[config.mk]
export PLATFORM = sky130hd
export DESIGN_NAME = lfsr_rnd_arb
export DESIGN_NICKNAME = d
export VERILOG_FILES = /design/src/rtl/lfsr_rnd_arb.sv
export SDC_FILE = /design/constraint.sdc
export NUM_CORES = 1
export LEC_CHECK = 0
export CAP_MARGIN = 20
export CORE_AREA = 3 3 108 110
export CTS_CLUSTER_SIZE = 40
export DETAILED_ROUTE_END_ITERATION = 8
export DIE_AREA = 0 0 111 113
export PLACE_DENSITY = 0.62
export SYNTH_ARGS = -nofsm -noshare
export SYNTH_HDL_FRONTEND = slang
export SYNTH_SLANG_ARGS = --single-unit
[constraint.sdc]
create_clock -name clk -period 1.6 [get_ports clk]
set_input_delay 0.32 -clock clk [delete_from_list [all_inputs] [get_ports clk]]
set_output_delay 0.32 -clock clk [all_outputs]
set_load 0.1 [all_outputs]
[src/rtl/lfsr_rnd_arb.sv]
// ---------------------------------------------------------------------------
// lfsr_rnd_arb
// Shares one 64-bit XNOR LFSR among NREQ requesters. A round-robin arbiter
// hands out at most one grant per cycle; each grant carries the low OUT_W
// bits of the LFSR as it stood in the arbitration cycle. The block also
// sequences a two-word seed load and a warm-up period in which the LFSR
// runs but no grants are issued.
// ---------------------------------------------------------------------------
module lfsr_rnd_arb #(
    parameter int NREQ   = 4,   // number of requesters, 1..16
    parameter int OUT_W  = 3,   // random value width, 1..64
    parameter int WARMUP = 16   // blocked LFSR steps after reset/seed, 0 = none
) (
    input  logic             clk,
    input  logic             rst_l,
    input  logic [NREQ-1:0]  req_i,
    output logic [NREQ-1:0]  gnt_o,
    output logic [OUT_W-1:0] rnd_o,
    output logic             rnd_vld_o,
    input  logic             seed_wr_i,
    input  logic [31:0]      seed_data_i,
    output logic             busy_o
);

    localparam int PTR_W = (NREQ > 1) ? $clog2(NREQ) : 1;
    // Wide enough to hold WARMUP itself; WARMUP==0 still gets a 1-bit counter.
    localparam int CNT_W = $clog2(WARMUP + 2);

    typedef enum logic [1:0] {
        ST_RUN     = 2'd0,
        ST_SEED_HI = 2'd1,
        ST_WARM    = 2'd2
    } state_e;

    // State entered after reset and after a completed seed load.
    localparam state_e           POST_SEED_STATE = (WARMUP == 0) ? ST_RUN : ST_WARM;
    localparam logic [CNT_W-1:0] CNT_INIT        = CNT_W'(WARMUP);

    // One XNOR LFSR step; the all-zero state is legal and steps to ...01.
    function automatic logic [63:0] lfsr_step(input logic [63:0] v);
        return {v[62:0], ~(v[63] ^ v[62] ^ v[60] ^ v[59])};
    endfunction

    state_e               state_q, state_d;
    logic [CNT_W-1:0]     cnt_q,   cnt_d;
    logic [63:0]          lfsr_q,  lfsr_d;
    logic [PTR_W-1:0]     ptr_q,   ptr_d;
    logic [NREQ-1:0]      gnt_q,   gnt_d;
    logic [OUT_W-1:0]     rnd_q,   rnd_d;

    logic                 arb_en;     // arbitration allowed this cycle
    logic [NREQ-1:0]      eligible;
    logic                 win_vld;
    logic [PTR_W-1:0]     win_idx;

    // -----------------------------------------------------------------------
    // Control FSM: seeding, warm-up and LFSR advance.
    // NOTE: every signal written here gets a default first, so no path can
    // leave one unassigned and infer a latch.
    // -----------------------------------------------------------------------
    always_comb begin
        state_d = state_q;
        cnt_d   = cnt_q;
        lfsr_d  = lfsr_q;
        arb_en  = 1'b0;

        unique case (state_q)
            ST_RUN: begin
                if (seed_wr_i) begin
                    lfsr_d  = {lfsr_q[63:32], seed_data_i};
                    state_d = ST_SEED_HI;
                end else begin
                    lfsr_d = lfsr_step(lfsr_q);
                    arb_en = 1'b1;
                end
            end

            ST_SEED_HI: begin
                // LFSR holds here until the upper word arrives.
                if (seed_wr_i) begin
                    lfsr_d  = {seed_data_i, lfsr_q[31:0]};
                    state_d = POST_SEED_STATE;
                    cnt_d   = CNT_INIT;
                end
            end

            ST_WARM: begin
                if (seed_wr_i) begin
                    // A new seed restarts the whole load sequence.
                    lfsr_d  = {lfsr_q[63:32], seed_data_i};
                    state_d = ST_SEED_HI;
                end else begin
                    lfsr_d = lfsr_step(lfsr_q);
                    // Count value 1 marks the last of the WARMUP busy cycles.
                    if (cnt_q <= CNT_W'(1)) begin
                        state_d = ST_RUN;
                    end else begin
                        cnt_d = cnt_q - CNT_W'(1);
                    end
                end
            end

            default: begin
                state_d = POST_SEED_STATE;
                cnt_d   = CNT_INIT;
            end
        endcase
    end

    // -----------------------------------------------------------------------
    // Round-robin pick: first eligible requester at or above ptr, wrapping.
    // The requester whose grant is on the output this cycle is masked so a
    // held request cannot be granted twice in a row.
    // -----------------------------------------------------------------------
    assign eligible = req_i & ~gnt_q;

    // Scan eligible requesters starting at the rotating pointer.
    always_comb begin
        int unsigned      sum;
        logic [PTR_W-1:0] idx;
        win_vld = 1'b0;
        win_idx = '0;
        sum     = 0;
        idx     = '0;
        for (int i = 0; i < NREQ; i++) begin
            sum = int'(ptr_q) + i;
            if (sum >= NREQ) begin
                sum = sum - NREQ;
            end
            idx = PTR_W'(sum);
            if (!win_vld && eligible[idx]) begin
                win_vld = 1'b1;
                win_idx = idx;
            end
        end
    end

    // Next grant, random value and pointer; grant is a one-cycle pulse,
    // the random value holds when nothing is granted.
    always_comb begin
        gnt_d = '0;
        rnd_d = rnd_q;
        ptr_d = ptr_q;
        if (arb_en && win_vld) begin
            gnt_d[win_idx] = 1'b1;
            rnd_d          = lfsr_q[OUT_W-1:0];
            if (int'(win_idx) == NREQ - 1) begin
                ptr_d = '0;
            end else begin
                ptr_d = win_idx + PTR_W'(1);
            end
        end
    end

    // -----------------------------------------------------------------------
    // State registers. The LFSR is ordinary datapath state, so it is reset
    // to zero like everything else and any pending grant is dropped.
    // NOTE: sequential state uses non-blocking assignments so every register
    // samples the pre-edge values regardless of statement order.
    // -----------------------------------------------------------------------
    always_ff @(posedge clk or negedge rst_l) begin
        if (!rst_l) begin
            state_q <= POST_SEED_STATE;
            cnt_q   <= CNT_INIT;
            lfsr_q  <= '0;
            ptr_q   <= '0;
            gnt_q   <= '0;
            rnd_q   <= '0;
        end else begin
            state_q <= state_d;
            cnt_q   <= cnt_d;
            lfsr_q  <= lfsr_d;
            ptr_q   <= ptr_d;
            gnt_q   <= gnt_d;
            rnd_q   <= rnd_d;
        end
    end

    assign gnt_o     = gnt_q;
    assign rnd_o     = rnd_q;
    assign rnd_vld_o = |gnt_q;
    assign busy_o    = (state_q != ST_RUN);

endmodule

==> results_dict.tcl <==
set metrics [dict create \
    crit_type "reg2out" \
    synth_warnings 0 \
    worstMarginPinSlew_ps 454 \
    post_route_cells_drive_above_1_share_pct 22.9 \
    yosysTopAreaCell "dfrtp_1" \
    worstPathRequired_ps 1280 \
    run_status "complete, but fails checks" \
    yosys.cell_count.top_type "dfrtp_1" \
    min_period_ps 1930 \
    grt_start_max_net_pins 82 \
    drv_slew 0 \
    ys_seq_elements 80 \
    fmax_mhz 519 \
    synth_seq_area_share_pct 46.8 \
    dr_total_vias 3196 \
    gr-usage-met3_pct 3.85 \
    period_share_pct 120 \
    drt-pass1-iter-count 4 \
    synth-edff-count 0 \
    hpwl_mm 5.79 \
    first_global_vias 3277 \
    cts_tree "done" \
    num_antenna_cells 0 \
    htreeDepth 3 \
    synth.distinct_cells 43 \
    regArea_um2 2020 \
    start_util_pct 39.7 \
    grt.busiest_layer "met2" \
    track_usage_pct 15.3 \
    nets 524 \
    cts_root_buf "clkbuf_8" \
    grt_use_met1_pct 20.8 \
    fillCellCount 967 \
    dieHeight_um 113 \
    synth.avg_cell_area_um2 10.5 \
    wl_per_cell_um 14.4 \
    gp_congestion 0.740 \
    clk_path_buf_depth 2 \
    post-route-cell-area_um2 5680 \
    portBuffers 47 \
    die_area_um2 12500 \
    io_pins 48 \
    setup_ws_ps -327 \
    async_reset_ff_share_pct 100 \
    yosys-top-cells-area "dfrtp_1 (46%), mux2i_1 (15%), a211oi_1 (5.8%)" \
    power_density_nw_per_um2 1670 \
    postSynthCellCount 409 \
    post-place-ws_ps -497 \
    setup_tns_ps -1860 \
    use_met2_pct 24.4 \
    maxCapViolations 0 \
    areaGrowthSynthToFinish_pct 32.7 \
    yosys-top-cells-count "dfrtp_1 (78), mux2i_1 (64), a21oi_1 (37)" \
    min_path_type "in2reg" \
    core_region_area_um2 10800 \
    hold_viol 0 \
    p_leak_nw 2.48 \
    ys.flop_type "dfrtp_1" \
    crit_path_end_kind "output pin" \
    grt_overflow 0 \
    dp_cells 593 \
    synthesis.nets 454 \
    drtIter0Drc 90 \
    place_area_um2 5180 \
    relSlewSlack_pct 69.8 \
    drc 0 \
    worstSkewPairLatency_ps 340 \
    antenna_found_initial 0 \
    finClkSkew_ps 10.1 \
    stdcell_count 624 \
    ant_nets 0 \
    path_max_fanout 2 \
    synth_area_um2 4280 \
    row_count 38 \
    rsz0062_at_grt "true" \
    cts_num_sinks 80 \
    synth_top_area_share_pct 45.6 \
    clkTransAtPathRegs_ps 80 \
    cts_inserted_buffers 9 \
    setup_violations 11 \
    grt_pass1_wl_mm 16.0 \
    finalWirelength_mm 9.00 \
    arrival_ps 1610 \
    violations "setup timing" \
    multiInputGateArea_um2 2260 \
    die_x_um 111 \
    startpoint_type "flop" \
    via_per_inst 5.12 \
    ir_drop_mv 0.869 \
]
per-layer routing:
layer,vias to the layer above,share of wire [%]
met1,1538,49
met3,9,4.0
li1,1596,-
met4,0,1.1
met2,53,46
met5,-,0
what timing repair did:
action	in CTS	in global routing
setup endpoints to repair	9	18
setup buffers	8	7
endpoints found under the hold margin	21	0
pin swaps	9	6
hold buffers	1	0
resized for setup	30	11
report_power, final:
part	switching [mW]	internal [mW]	total, mW
Clock	0.698	0.923	1.62
Combinational	2.14	2.11	4.25
Sequential	0.679	2.95	3.63
cells by family after synthesis:
family	synth area share [%]
buffers and inverters	4.56
xor gates and xnor gates	0.818
adders and majority gates	1.75
DFF	46.8
AOI/OAI and AO/OA	16.9
and+or+nand+nor	12.6
muxes	16.6
worst max-delay path: stages, from the launching register on:
cell and delay, ps:
dfrtp_4 480, buf_6 120, or4_4 480, buf_12 180
flip-flops by register name (all words and copies together), names as in the netlist:
name     flops
ptr_q        2
state_q      2
gnt_o        4
rnd_o        3
cnt_q        5
lfsr_q      64
through the flow:
step           utilization [%]  power (mW)  hold WS [ps]
2_1_floorplan                -        6.31          24.4
3_3_place_gp              48.0        7.38           246
3_5_place_dp              48.0        7.51           254
4_1_cts                   51.9        9.43           356
5_1_grt                   52.7        10.3           360
6_report                  52.7        9.50           372
final timing paths:
kind	start	endpoint	slack, ps	depth (start not counted)
hold reg to reg	lfsr_q[31]$_DFFE_PN0P_	lfsr_q[31]$_DFFE_PN0P_	480	2
setup reg to reg	gnt_o[2]$_DFF_PN0_	ptr_q[1]$_DFFE_PN0P_	-290	8
min in group asynchronous	rst_l	lfsr_q[15]$_DFFE_PN0P_	420	2
hold / removal	seed_wr_i	cnt_q[0]$_DFFE_PN0P_	370	3
max in group asynchronous	rst_l	state_q[1]$_DFFE_PN1P_	600	3
setup / recovery	gnt_o[2]$_DFF_PN0_	rnd_vld_o	-330	3
placed cells by master, fill, tap and decap left out, drive strengths merged, types with 3 or more instances in the layout:
cell / instances
ha: 6
clkbuf: 13
nor2: 6
a21oi: 37
inv: 5
mux2i: 64
mux2: 5
nand2: 34
nor3b: 3
dfrtp: 78
nand2b: 4
a211oi: 34
buf: 53
o21ai: 35
nor2b: 36
xnor2: 3
and2: 4
clkdlybuf4s50: 35
final cells by class:
class	instances	area share [%]
tap	140	3.08
inverter	5	0.330
timing repair buffer	90	17.5
multi-input combinational	293	39.7
sequential	80	35.6
clock inverter	3	1.14
clock buffer	13	2.62
(Power assumes the default switching activity.)
